## src/rtl/vga_pkg.sv

```systemverilog
// Shared raster timing for the display pipeline: 640x480 defaults, derived totals
// and the visible window that the pixel painters also test against.
package vga_pkg;

   localparam int COUNT_W = 10;

   localparam int CLK_DIV = 4;
   localparam int H_SYNC  = 96;
   localparam int H_BACK  = 48;
   localparam int H_VIS   = 640;
   localparam int H_FRONT = 16;
   localparam int V_SYNC  = 2;
   localparam int V_BACK  = 33;
   localparam int V_VIS   = 480;
   localparam int V_FRONT = 10;

   localparam int H_TOTAL = H_SYNC + H_BACK + H_VIS + H_FRONT;
   localparam int V_TOTAL = V_SYNC + V_BACK + V_VIS + V_FRONT;

   // Visible window bounds: START is the first visible count, END is one past the last.
   localparam int H_VIS_START = H_SYNC + H_BACK;
   localparam int H_VIS_END   = H_VIS_START + H_VIS;
   localparam int V_VIS_START = V_SYNC + V_BACK;
   localparam int V_VIS_END   = V_VIS_START + V_VIS;

   typedef logic [COUNT_W-1:0] count_t;

   function automatic logic in_span(input count_t c, input count_t lo, input count_t hi);
      return (c >= lo) && (c < hi);
   endfunction

endpackage

```

## src/rtl/vga_timing_gen_pix_clk_en.sv

```systemverilog
// Pixel-rate enable: one system-clock pulse every CLK_DIV clocks (CLK_DIV in 1..16).
module pix_clk_en #(
   parameter int CLK_DIV = 4
) (
   input  logic clk,
   input  logic rst,
   output logic en
);

   localparam logic [3:0] DIV_LAST = 4'(CLK_DIV - 1);

   logic [3:0] div_q;
   logic [3:0] div_d;

   // With CLK_DIV=1 the counter sits at 0 and the enable stays high.
   assign en = (div_q == DIV_LAST);

   always_comb begin
      div_d = en ? 4'd0 : div_q + 4'd1;
   end

   // NOTE: sequential state uses non-blocking assignments so every register samples pre-edge values.
   always_ff @(posedge clk or negedge rst) begin
      if (!rst) div_q <= 4'd0;
      else      div_q <= div_d;
   end

endmodule

```

## src/rtl/vga_timing_gen.sv

```systemverilog
// Raster counter: hCount/vCount advance at the pixel rate; sync, bright and the
// tick/frame pulses are registered from the next counts so they change together.
module vga_timing_gen
   import vga_pkg::*;
#(
   parameter int CLK_DIV = vga_pkg::CLK_DIV,
   parameter int H_SYNC  = vga_pkg::H_SYNC,
   parameter int H_BACK  = vga_pkg::H_BACK,
   parameter int H_VIS   = vga_pkg::H_VIS,
   parameter int H_FRONT = vga_pkg::H_FRONT,
   parameter int V_SYNC  = vga_pkg::V_SYNC,
   parameter int V_BACK  = vga_pkg::V_BACK,
   parameter int V_VIS   = vga_pkg::V_VIS,
   parameter int V_FRONT = vga_pkg::V_FRONT
) (
   input  logic               clk,
   input  logic               rst,
   output logic [COUNT_W-1:0] hCount,
   output logic [COUNT_W-1:0] vCount,
   output logic               hSync,
   output logic               vSync,
   output logic               bright,
   output logic               pix_tick,
   output logic               frame_start
);

   localparam int H_TOT = H_SYNC + H_BACK + H_VIS + H_FRONT;
   localparam int V_TOT = V_SYNC + V_BACK + V_VIS + V_FRONT;

   localparam count_t H_LAST     = count_t'(H_TOT - 1);
   localparam count_t V_LAST     = count_t'(V_TOT - 1);
   localparam count_t H_SYNC_END = count_t'(H_SYNC);
   localparam count_t V_SYNC_END = count_t'(V_SYNC);
   localparam count_t H_VIS_LO   = count_t'(H_SYNC + H_BACK);
   localparam count_t H_VIS_HI   = count_t'(H_SYNC + H_BACK + H_VIS);
   localparam count_t V_VIS_LO   = count_t'(V_SYNC + V_BACK);
   localparam count_t V_VIS_HI   = count_t'(V_SYNC + V_BACK + V_VIS);

   logic   pix_en;
   count_t h_q, h_d;
   count_t v_q, v_d;
   logic   hsync_q, hsync_d;
   logic   vsync_q, vsync_d;
   logic   bright_q, bright_d;
   logic   tick_q;
   logic   frame_q, frame_d;

   pix_clk_en #(
      .CLK_DIV (CLK_DIV)
   ) u_pix_clk_en (
      .clk (clk),
      .rst (rst),
      .en  (pix_en)
   );

   always_comb begin
      // NOTE: every combinational output gets a default first, so no path can infer a latch.
      h_d = h_q;
      v_d = v_q;
      if (pix_en) begin
         if (h_q == H_LAST) begin
            h_d = '0;
            v_d = (v_q == V_LAST) ? '0 : v_q + 1'b1;
         end else begin
            h_d = h_q + 1'b1;
         end
      end
      // Decoded from the next counts so the registered flags line up with the counters.
      hsync_d  = (h_d >= H_SYNC_END);
      vsync_d  = (v_d >= V_SYNC_END);
      bright_d = in_span(h_d, H_VIS_LO, H_VIS_HI) && in_span(v_d, V_VIS_LO, V_VIS_HI);
      frame_d  = pix_en && (h_d == '0) && (v_d == '0);
   end

   always_ff @(posedge clk or negedge rst) begin
      if (!rst) begin
         h_q      <= '0;
         v_q      <= '0;
         hsync_q  <= 1'b0;
         vsync_q  <= 1'b0;
         bright_q <= 1'b0;
         tick_q   <= 1'b0;
         frame_q  <= 1'b0;
      end else begin
         h_q      <= h_d;
         v_q      <= v_d;
         hsync_q  <= hsync_d;
         vsync_q  <= vsync_d;
         bright_q <= bright_d;
         tick_q   <= pix_en;
         frame_q  <= frame_d;
      end
   end

   assign hCount      = h_q;
   assign vCount      = v_q;
   assign hSync       = hsync_q;
   assign vSync       = vsync_q;
   assign bright      = bright_q;
   assign pix_tick    = tick_q;
   assign frame_start = frame_q;

endmodule

```

## config.mk

```make
export PLATFORM = sky130hd
export DESIGN_NAME = vga_timing_gen
export DESIGN_NICKNAME = d
export VERILOG_FILES = /design/src/rtl/vga_pkg.sv /design/src/rtl/vga_timing_gen_pix_clk_en.sv /design/src/rtl/vga_timing_gen.sv
export SDC_FILE = /design/constraint.sdc
export NUM_CORES = 1
export LEC_CHECK = 0
export ABC_AREA = 1
export CAP_MARGIN = 15
export CORE_ASPECT_RATIO = 0.6
export CORE_MARGIN = 4
export CORE_UTILIZATION = 30
export CTS_BUF_LIST = sky130_fd_sc_hd__clkbuf_16
export CTS_CLUSTER_DIAMETER = 60
export DETAILED_ROUTE_END_ITERATION = 16
export DONT_BUFFER_PORTS = 1
export PLACE_DENSITY_LB_ADDON = 0.15
export SETUP_SLACK_MARGIN = 0.15
export SLEW_MARGIN = 10
export SYNTH_ARGS = -nofsm -noshare
export SYNTH_HDL_FRONTEND = slang
export SYNTH_SLANG_ARGS = --single-unit
```

## constraint.sdc

```tcl
create_clock -name clk -period 3.4 [get_ports clk]
set_input_delay 0.68 -clock clk [delete_from_list [all_inputs] [get_ports clk]]
set_output_delay 0.68 -clock clk [all_outputs]
set_load 0.05 [all_outputs]
```

After elaboration in Yosys (flattened, before gate mapping)

Cells that the tools add are included.

Logic and storage cells: 33
Register bits after elaboration: 29

Multiplexer cells: 6
Order comparisons: 6
Reductions and logical operators: 7
$add $sub $neg: 3
Equal/unequal tests: 3

Operators by type and width:

| operator                                                                | count |
|---|---|
| 10-bit two-way mux                                                      | 5 |
| 10-bit by 1-bit adder with 10-bit output (second input constant)        | 2 |
| 10-bit equality test (second input constant)                            | 2 |
| 10-bit logical NOT                                                      | 2 |
| 10-bit < comparator (second input constant)                             | 2 |
| 10-bit by 2-bit >= comparator with 1-bit output (second input constant) | 1 |
| 10-bit by 6-bit >= comparator with 1-bit output (second input constant) | 1 |
| 10-bit by 7-bit >= comparator with 1-bit output (second input constant) | 1 |
| 10-bit by 8-bit >= comparator with 1-bit output (second input constant) | 1 |
| 1-bit logical AND                                                       | 5 |
| 4-bit by 1-bit adder with 4-bit output (second input constant)          | 1 |
| 4-bit by 2-bit equality test with 1-bit output (second input constant)  | 1 |
| 4-bit two-way mux                                                       | 1 |

Logic depth before layout (Yosys ltp)

Depth after elaboration: 7
Mapped depth: 14
Depth with buffers taken out: 14

Modules after synthesis

From an unflattened synthesis, not the netlist that was laid out.

Cells, all modules: 259
Area, all modules: 1,823.0 um^2

Modules (own cells, without submodules):

| module         | times used | area an instance (um^2) | cells an instance | seq. area each (um^2) |
|---|---|---|---|---|
| vga_timing_gen | 1          | 1,641.6                 | 239               | 625.6 |
| pix_clk_en     | 1          | 181.4                   | 20                | 100.1 |

Least setup slack after synthesis

Ideal clock, no wire load.

Path kind: reg-to-reg
Start point: register h_q[1], in the netlist hCount[1]
End point: register frame_q, in the netlist frame_start
Required time: 3.329 ns
Slack: 1.301 ns
Buffers on the path: 0
Clock period less this slack: 2.099 ns
Cell stages (with the launch flop): 12
Library setup time: 0.071 ns
Arrival: 2.028 ns
Cells stage by stage: dfrtp_1 -> ha_1 -> nand2_1 -> nor2_4 -> nand3_4 -> nor2_8 -> nand2_1 -> nand2_1 -> nand3_2 -> nor3_2 -> nand3_1 -> nor2_1

Cells in the longest elaborated chain, start to end: 6
Elaborated cells on any way between the ends: 10
Those cells by class: 1 x add/sub; 1 x eq/ne; 4 x mux; 4 x reduce/logical

Ends and longest elaborated chain:

| item                                                                             | RTL line                                   | RTL |
|---|---|---|
| start, declared                                                                  | vga_timing_gen.sv:40                       | `count_t h_q, h_d;` |
| start signal, assigned                                                           | vga_timing_gen.sv:77                       | `h_q <= '0;` |
| start signal, assigned                                                           | vga_timing_gen.sv:85                       | `h_q <= h_d;` |
| 10-bit by 1-bit adder with 10-bit output or 10-bit equality test (tied branches) | vga_timing_gen.sv:65, vga_timing_gen.sv:61 |  |
| 10-bit two-way mux                                                               | vga_timing_gen.sv:61                       | `if (h_q == H_LAST) begin` |
| 10-bit two-way mux                                                               | vga_timing_gen.sv:60                       | `if (pix_en) begin` |
| 10-bit logical NOT                                                               | vga_timing_gen.sv:72                       | `frame_d = pix_en && (h_d == '0) && (v_d == '0);` |
| 1-bit logical AND                                                                | vga_timing_gen.sv:72                       |  |
| 1-bit logical AND *                                                              | vga_timing_gen.sv:72                       |  |
| net frame_d                                                                      | vga_timing_gen.sv:46                       | `logic frame_q, frame_d;` |
| end signal, assigned                                                             | vga_timing_gen.sv:91                       | `frame_q <= frame_d;` |
| end, declared                                                                    | vga_timing_gen.sv:46                       |  |

The timed path passes the listed nets; every way through them passes the cells marked *.

Worst setup path after layout

Same ends and word-level chain as after synthesis.

==> metrics.yaml <==
synth:
  synth_edf_count: 0
  synth_most_common_cell: "nand2_1"
  yosys-top-cells-area: "dfrtp_1, nand2_1, inv_1"
  ys_top_cells_by_count: "nand2_1, inv_1, dfrtp_1, nor2_1, nand3_1"
  syn_avg_cell_area_um2: 7.47
  synth.distinct_cells: 27
  synthArstFlopShare_pct: 100
  yosys_warnings: 0
  synth.net_count: 237
  synthFlopType: "dfrtp_1"
  ys_ff_latch: 29
  synth_top_area_share_pct: 42.1
  synthCells: 231
  yosysTopAreaCell: "dfrtp_1"
  ys_seq_area_share_pct: 42.1
  synth_area_um2: 1730
floorplan:
  rows: 21
  fp.dieH_um: 66.7
  ios: 27
  initial_core_util_pct: 31.0
  coreArea_um2: 5570
  fp.dieW_um: 106
  die-area_um2: 7070
power:
  powerDensity_nw_per_um2: 421
  p_leak_nw: 1.08
  ir_drop_v: 0.000158
place:
  globalplace.congestion: 0.812
  dp_hpwl_um: 3370
  dp_worst_setup_slack_ns: 0.919
  io_buffers: 0
clock_network:
  cts_buffers: 5
  cts_hold_buf: 0
  clock_latency_ns: 0.27
  cts_max_level: 2
  numClockSinks: 29
  cts.repair.resized: 0
  clkTransAtPathRegs_ns: 0.05
  cts.path.max_buffers: 2
  post_cts_buffers: 0
  tritoncts: "yes"
  ctsRootBufferMaster: "clkbuf_16"
global_routing:
  grt_pass1_wl_um: 7360
  grt_use_total_pct: 13.8
  grt_max_degree: 30
  antenna_found_initial: 0
  grt_pass1_vias: 1361
  overflow: 0
sta:
  worst_pin_slew_ns: 0.607
  skew_ns: 0.00283
  setup_viol: 0
  period_needed_ns: 2.50
  setup_tns_ns: 0
  hold_violations: 0
  rsz0062_at_grt: "false"
  worst_slack_ns: 0.897
  fin_crit_sh_pct: 73.6
  maxSlewHeadroom_pct: 59.5
  final_max_slew_viol_count: 0
  fmax_mhz: 399
route:
  wl_met3_um: 306
  dr.pass1.iters: 4
  wirelength_um: 4440
  drt_iter0_drc: 139
  drc_errors: 0
  wl_met1_um: 2500
  wl_met2_um: 1610
  top_layer_used: "met4"
  antenna_left: 0
  vias: 1431
  via_per_inst: 4.49
  wl_per_cell_um: 13.9
setup_path:
  path_class: "flip-flop to flip-flop"
  cp.arrival_ns: 2.71
  cp_max_fo: 4
  worst_setup_path_end_kind: "flip-flop"
  crit_path_start_kind: "flip-flop"
  crit_required_ns: 3.60
finish:
  fillers: 593
  drive_gt1_share_pct: 10.5
  nNetsFinal: 244
  antenna_cells: 0
  syn_to_final_growth_pct: 15.2
status:
  outcome: "complete, no violations"
min_path:
  hp-class: "primary input to asynchronous set/reset pin"
run:
  cap_violations: 0
## power by group
group,internal [mW],switching (mW)
sequential,0.346,0
clock,0.340,0.151
combinational,0,0
## registers in the layout, indices dropped and copies added (netlist names)
| register | count |
|---|---|
| bright | 1 |
| frame_start | 1 |
| hCount | 10 |
| hSync | 1 |
| pix_tick | 1 |
| u_pix_clk_en.div_q | 4 |
| vCount | 10 |
| vSync | 1 |
## final cells by class
type                    count  area [um^2]  area share (%)
repair buffers              1         7.51           0.378
inverters                  44          165            8.31
clock inverters             3         37.5            1.89
well taps                  80          100            5.03
clock buffers               5          125            6.29
flip-flops and latches     29          726            36.5
multi-input cells         157          827            41.6
## worst max-delay path, cell delays in order (launching register included)
cell,delay [ns]
dfrtp_1,0.67
ha_1,0.27
nand2_1,0.14
inv_1,0.13
nand2_1,0.09
nor3_2,0.19
nand2_1,0.12
o21ai_0,0.09
o21ai_0,0.14
nor3_1,0.26
nand2_1,0.08
nor2_1,0.09
nand3_1,0.08
nor2_1,0.09
## per-stage QoR
step                hold WS (ns)  utilization, %  instance area, um^2  power, mW  instances
floorplan                  0.384               -                 1730      0.352        231
global placement           0.385            32.8                 1830      0.352        311
detailed placement         0.385            32.8                 1830      0.352        311
CTS                       0.0951            35.7                 1990      0.848        319
global route              0.0879            35.7                 1990      0.864        319
finish                     0.101            35.7                 1990      0.836        319
## logic make-up (layout without fill, tap and decap cells)
family	after synthesis	after routing	synth area share, %
xor gates and xnor gates	2	2	1.02
DFF	29	29	42.1
buffers and inverters	45	53	10.0
adders and majority gates	4	4	2.90
and+or+nand+nor	132	132	37.7
AOI/OAI and AO/OA	19	19	6.31
## layout by cell type (no fill, tap or decap)
master     synthesis  layout
o31ai_1            1       1
nor3_4             1       1
nor3_1             2       2
nand2_2            1       1
a21oi_1            4       4
dfrtp_1           29      29
inv_2              3       3
nand3_2            1       1
nor2_8             1       1
buf_4              1       1
nor2_1            29      29
a31oi_1            1       1
clkbuf_16          0       5
nand3_4            2       2
o21bai_1           3       3
nor3b_2            1       1
a21o_1             1       1
nor2_4             1       1
nor3_2             3       3
ha_1               4       4
nor2_2             2       2
nand3_1           18      18
nand4_1            8       8
o21ai_0            9       9
clkinv_1           0       1
or2_2              2       2
inv_1             41      42
bufinv_16          0       1
nand2_1           60      60
xor2_1             2       2
## layer usage
metal | up-vias | GRT usage, %
met3 | 2 | 5.32
met2 | 40 | 17.3
li1 | 738 | -
met4 | 0 | 3.39
met5 | - | 0
met1 | 651 | 21.3
## final timing paths
check                      slack (ns)                    end             startpoint  depth (start not counted)
max reg2reg                      0.90            frame_start              hCount[1]                         13
min reg2reg                      0.46  u_pix_clk_en.div_q[0]  u_pix_clk_en.div_q[0]                          1
max in group asynchronous        3.22            frame_start                    rst                          0
min                              0.10  u_pix_clk_en.div_q[3]                    rst                          0
max                              0.90            frame_start              hCount[1]                         13
min in group clk                 0.46  u_pix_clk_en.div_q[0]  u_pix_clk_en.div_q[0]                          1
No activity file was read; power rests on OpenSTA's default activity.
